[src/rtl/addsub_pipelined_segmented_pkg.sv]
// rtl/addsub_pipelined_segmented_pkg.sv - ALU add/sub opcode constants and segment-count helper
package addsub_pipelined_segmented_pkg;

  // Encoding of the sub_add control bit
  localparam logic OP_ADD = 1'b0;
  localparam logic OP_SUB = 1'b1;

  // Number of slices needed to cover a word; the top slice may be narrower
  function automatic int ceil_div(input int num, input int den);
    return (num + den - 1) / den;
  endfunction

endpackage

[src/rtl/addsub_segment_stage.sv]
// rtl/addsub_segment_stage.sv - one pipeline stage: slice adder plus operand-skew/result-deskew registers
module addsub_segment_stage
  import addsub_pipelined_segmented_pkg::*;
#(
  parameter int WORD_WIDTH = 36,
  parameter int LO         = 0,
  parameter int W          = 12
) (
  input  logic                  clock,
  input  logic                  reset_n,
  input  logic                  advance,
  input  logic                  valid_in,
  input  logic                  sub_in,
  input  logic                  carry_in,
  input  logic [WORD_WIDTH-1:0] a_in,
  input  logic [WORD_WIDTH-1:0] b_in,
  input  logic [WORD_WIDTH-1:0] sum_in,
  output logic                  valid_out,
  output logic                  sub_out,
  output logic                  carry_out,
  output logic [WORD_WIDTH-1:0] a_out,
  output logic [WORD_WIDTH-1:0] b_out,
  output logic [WORD_WIDTH-1:0] sum_out,
  output logic [WORD_WIDTH-1:0] sum_next,
  output logic                  carry_next
);

  logic [W:0] slice_sum;

  // Add this stage's slice and splice it into the partially assembled word
  always_comb begin
    slice_sum = {1'b0, a_in[LO +: W]} + {1'b0, b_in[LO +: W]} + {{W{1'b0}}, carry_in};
    sum_next = sum_in;
    sum_next[LO +: W] = slice_sum[W-1:0];
    carry_next = slice_sum[W];
  end

  // Stage register; everything holds while the pipeline is stalled
  always_ff @(posedge clock or negedge reset_n) begin
    if (!reset_n) begin
      valid_out <= 1'b0;
      sub_out   <= 1'b0;
      carry_out <= 1'b0;
      a_out     <= '0;
      b_out     <= '0;
      sum_out   <= '0;
    end else if (advance) begin
      valid_out <= valid_in;
      sub_out   <= sub_in;
      carry_out <= carry_next;
      a_out     <= a_in;
      b_out     <= b_in;
      sum_out   <= sum_next;
    end
  end

endmodule

[src/rtl/addsub_pipelined_segmented.sv]
// rtl/addsub_pipelined_segmented.sv - pipelined segmented add/subtract unit with valid/ready and flags
module addsub_pipelined_segmented
  import addsub_pipelined_segmented_pkg::*;
#(
  parameter int WORD_WIDTH    = 36,
  parameter int SEGMENT_WIDTH = 12
) (
  input  logic                  clock,
  input  logic                  reset_n,
  input  logic                  in_valid,
  output logic                  in_ready,
  input  logic                  sub_add,
  input  logic                  carry_in,
  input  logic [WORD_WIDTH-1:0] A,
  input  logic [WORD_WIDTH-1:0] B,
  output logic                  out_valid,
  input  logic                  out_ready,
  output logic [WORD_WIDTH-1:0] sum,
  output logic                  carry_out,
  output logic                  overflow,
  output logic                  zero
);

  localparam int NUM_SEGMENTS = ceil_div(WORD_WIDTH, SEGMENT_WIDTH);
  localparam int LAST         = NUM_SEGMENTS - 1;
  localparam int MSB          = WORD_WIDTH - 1;

  // Index k is the input of stage k; index NUM_SEGMENTS is the output register
  logic [NUM_SEGMENTS:0]                 valid_ch;
  logic [NUM_SEGMENTS:0]                 sub_ch;
  logic [NUM_SEGMENTS:0]                 carry_ch;
  logic [NUM_SEGMENTS:0][WORD_WIDTH-1:0] a_ch;
  logic [NUM_SEGMENTS:0][WORD_WIDTH-1:0] b_ch;
  logic [NUM_SEGMENTS:0][WORD_WIDTH-1:0] sum_ch;
  logic [LAST:0][WORD_WIDTH-1:0]         sum_nx;
  logic [LAST:0]                         carry_nx;
  logic [WORD_WIDTH-1:0]                 final_sum;
  logic                                  advance;
  logic                                  unused_tail;

  // Single global stall: every stage holds while a result waits unaccepted
  assign advance  = !out_valid || out_ready;
  assign in_ready = advance;

  // Subtract runs as A + ~B + ~carry_in so the slice adders never change mode
  assign valid_ch[0] = in_valid;
  assign sub_ch[0]   = sub_add;
  assign a_ch[0]     = A;
  assign b_ch[0]     = (sub_add == OP_SUB) ? ~B : B;
  assign carry_ch[0] = (sub_add == OP_SUB) ? ~carry_in : carry_in;
  assign sum_ch[0]   = '0;

  for (genvar k = 0; k < NUM_SEGMENTS; k++) begin : g_stage
    localparam int LO = k * SEGMENT_WIDTH;
    localparam int SW = (k == LAST) ? (WORD_WIDTH - LO) : SEGMENT_WIDTH;

    addsub_segment_stage #(
      .WORD_WIDTH (WORD_WIDTH),
      .LO         (LO),
      .W          (SW)
    ) u_stage (
      .clock      (clock),
      .reset_n    (reset_n),
      .advance    (advance),
      .valid_in   (valid_ch[k]),
      .sub_in     (sub_ch[k]),
      .carry_in   (carry_ch[k]),
      .a_in       (a_ch[k]),
      .b_in       (b_ch[k]),
      .sum_in     (sum_ch[k]),
      .valid_out  (valid_ch[k+1]),
      .sub_out    (sub_ch[k+1]),
      .carry_out  (carry_ch[k+1]),
      .a_out      (a_ch[k+1]),
      .b_out      (b_ch[k+1]),
      .sum_out    (sum_ch[k+1]),
      .sum_next   (sum_nx[k]),
      .carry_next (carry_nx[k])
    );
  end

  assign final_sum = sum_nx[LAST];
  assign out_valid = valid_ch[NUM_SEGMENTS];
  assign sum       = sum_ch[NUM_SEGMENTS];

  // Flags come from the fully assembled word and are registered alongside it.
  // With B already conditioned, one overflow form covers both add and subtract.
  always_ff @(posedge clock or negedge reset_n) begin
    if (!reset_n) begin
      carry_out <= 1'b0;
      overflow  <= 1'b0;
      zero      <= 1'b0;
    end else if (advance) begin
      carry_out <= carry_nx[LAST] ^ sub_ch[LAST];
      overflow  <= (a_ch[LAST][MSB] == b_ch[LAST][MSB]) && (final_sum[MSB] != a_ch[LAST][MSB]);
      zero      <= (final_sum == '0);
    end
  end

  // Operand copies and raw carry leaving the last stage have no consumer
  assign unused_tail = ^{a_ch[NUM_SEGMENTS], b_ch[NUM_SEGMENTS], sub_ch[NUM_SEGMENTS],
                         carry_ch[NUM_SEGMENTS], sum_nx, carry_nx};

endmodule

[config.mk]
export PLATFORM = sky130hd
export DESIGN_NAME = addsub_pipelined_segmented
export DESIGN_NICKNAME = d
export VERILOG_FILES = /design/src/rtl/addsub_pipelined_segmented_pkg.sv /design/src/rtl/addsub_segment_stage.sv /design/src/rtl/addsub_pipelined_segmented.sv
export SDC_FILE = /design/constraint.sdc
export NUM_CORES = 1
export LEC_CHECK = 0
export CORE_ASPECT_RATIO = 1.25
export CORE_MARGIN = 5
export CORE_UTILIZATION = 55
export DETAILED_ROUTE_END_ITERATION = 6
export PLACE_DENSITY = 0.87
export SYNTH_ARGS = -nofsm -noshare
export SYNTH_HDL_FRONTEND = slang
export SYNTH_HIERARCHICAL = 1
export SYNTH_SLANG_ARGS = --single-unit
[constraint.sdc]
create_clock -name clock -period 2.6 [get_ports clock]
set_clock_uncertainty 0.15 [all_clocks]
set_input_delay 0.52 -clock clock [delete_from_list [all_inputs] [get_ports clock]]
set_output_delay 0.52 -clock clock [all_outputs]
set_load 0.005 [all_outputs]
==> results.md <==
- Reg2Reg Capture Point: zero
- Cell Count, Final, Fillers Out: 1018
- Layout Utilization: 71.2%
- Relative max-transition margin: 61.1%
- Via Count: 5810
- Hold Crit Start: g_stage[0].u_stage/sub_out
- Reg2Reg Setup Slack: -360 ps
- Register share of total power: 30.8%
- Clk sinks: 154
- Initial antenna violation count: 0
- Synth-to-Final Area Change: 28.4%
- Num CTS Buffers: 17
- Die Width: 119 um
- Die Y: 147 um
- Largest net degree at the start of global routing: 61
- Int Power: 8.80 mW
- Clk root buf: clkbuf_16
- Residual DRC: 0
- Sw Pwr: 4.59 mW
- I/O Pins: 119
- DRT Wirelength: 18200 um
- R2r startpoint: g_stage[1].u_stage/b_out[24]
- Ys Warns: 6
- Worst EP arrival: 3140 ps
- Hold Path Sink: g_stage[1].u_stage/sub_out
- Post-Place Setup Slack: -719 ps
- Finish-stage setup viols: 6
- Tmin final: 2960 ps
- Vias/cell: 5.71
- Max Clock Freq: 0.338 GHz
- Setup WS post-layout: -356 ps
- Antenna-violating nets left: 0
- Worst VDD drop: 524 uV
- CP Launch Type: register
- Row cnt: 50
- Synthesized Nets: 802
- Antenna cells: 0
- Placed Cells: 980
- Port bufs: 118
- Final Cycle Share: 114%
- DR WL/cell: 17.9 um
- Layout cells sized above 1: 32.8%
- Lkg Pwr: 4.56 nW
- GRT Total Usage: 21.8%
- Comb pwr share: 49.9%
- Slew @ Worst Pin: 584 ps
- Final instance area: 10600 sq um
- Max-Cap Viols: 0
- Drt pass-1 iters: 5
- Failing checks: negative setup slack
- Status: complete, but fails checks
- Pins Over Slew Limit: 0
- Mapped Cells: 685
- CP max FO: 3
- Clock transition at the registers of the reported paths: 60 ps
- Crit end category: register
- RSZ-0062 raised after global routing: true
- Mean Syn Cell Area: 12.0 sq um
- Final Hold Fails: 0
- Detailed placement HPWL: 13300 um
- Sw frac: 34.3%
- Layout Nets: 941
- CTS tree: yes
- Hold Crit Depth: 1
- Clk_lat worst skew: 430 ps
- Core outline area: 14800 sq um
- Critical setup path kind: reg -> reg
- First-pass GRT wire length: 30800 um
- Min-delay worst type: reg -> reg
- CP required: 2780 ps
- Initial drt markers: 331
- Number of global-route vias before repair: 6359
- Initial core utilization: 55.4%
- Die Area: 17500 sq um
- Power Density: 1270 nW/um^2
- FF-to-FF path depth: 9
- Synth Cell Area: 8220 sq um
- Total negative setup slack: -910 ps
- Placed cell area: 9790 sq um
- Total gr overflow: 0
- Clock buffer depth: 2
- RD Place Congestion: 0.880
- Clk pwr share: 19.2%
- H-tree depth: 4
## worst max-delay path by stage
stage	startpoint	to	slack (ps)	cells past startpoint
after detailed placement	carry_in	g_stage[0].u_stage/sum_out[10]	-720	9
after floorplan	sub_add	g_stage[0].u_stage/sum_out[10]	-220	9
after CTS	g_stage[1].u_stage/b_out[24]	zero	-350	9
after global routing	g_stage[1].u_stage/b_out[24]	zero	-460	9
final	g_stage[1].u_stage/b_out[24]	zero	-360	9
after global placement	carry_in	g_stage[0].u_stage/sum_out[10]	-670	9
## flip-flops by register name, summed over array words and instances (netlist names)
register / count
overflow: 1
g_stage.u_stage/sum_out: 72
zero: 1
g_stage.u_stage/b_out: 36
g_stage.u_stage/carry_out: 2
carry_out: 1
g_stage.u_stage/a_out: 36
g_stage.u_stage/valid_out: 3
g_stage.u_stage/sub_out: 2
## power groups by stage
stage	Sequential [mW]	Combinational (mW)	Clock (mW)
after detailed placement	4.17	6.28	0
after CTS	4.14	6.53	2.63
after floorplan	3.93	4.25	0
after global placement	4.11	6.02	0
final	4.13	6.69	2.58
after global routing	4.26	7.27	2.73
## timing repair
| action | in CTS | in global routing |
|---|---|---|
| hold endpoints to repair | 58 | 0 |
| cloned | 0 | 0 |
| setup buffers | 6 | 1 |
| resized for setup | 21 | 10 |
| setup endpoints to repair | 10 | 11 |
| pin swaps | 18 | 17 |
| hold buffers | 1 | 0 |
## worst max-delay path, cell delays in order (launching register included)
cell	delay, ps
dfrtp_1	400
fa_2	420
fa_2	380
a211o_1	300
a21o_1	230
a21oi_2	180
xnor2_2	90
nor4_2	300
nand4_1	180
o32ai_2	220
## per-layer routing
metal  routed length (um)  GRT usage (%)
met5                    0              0
met4                  523           9.28
met3                  687           4.42
met2                 9760           39.0
met1                 7260           25.2
## cells in the final DEF, fill, tap and decap left out, types with 10 or more instances in the layout
cell,count
nor4_1,11
ha_1,33
inv_1,10
buf_4,57
o21ai_0,10
a21oi_1,34
clkdlybuf4s50_1,112
mux2_2,137
clkbuf_16,17
nor2_1,32
nand2_1,21
xor2_1,41
dfrtp_1,154
xnor2_1,13
## final cells by class
cell class	count	area [sq um]
clock buffers	19	443
clock inverters	12	173
fillers	988	4270
inverters	12	45.0
multi-input cells	458	4110
flip-flops and latches	154	3850
well taps	182	228
repair buffers	181	1710
## through the flow
step                      power, mW  hold slack (ps)
after floorplan                8.18             74.4
after global placement         10.1              328
after detailed placement       10.4              340
after CTS                      13.3              352
after global routing           14.3              367
final                          13.4              352
No activity file was read; power rests on OpenSTA's default activity.
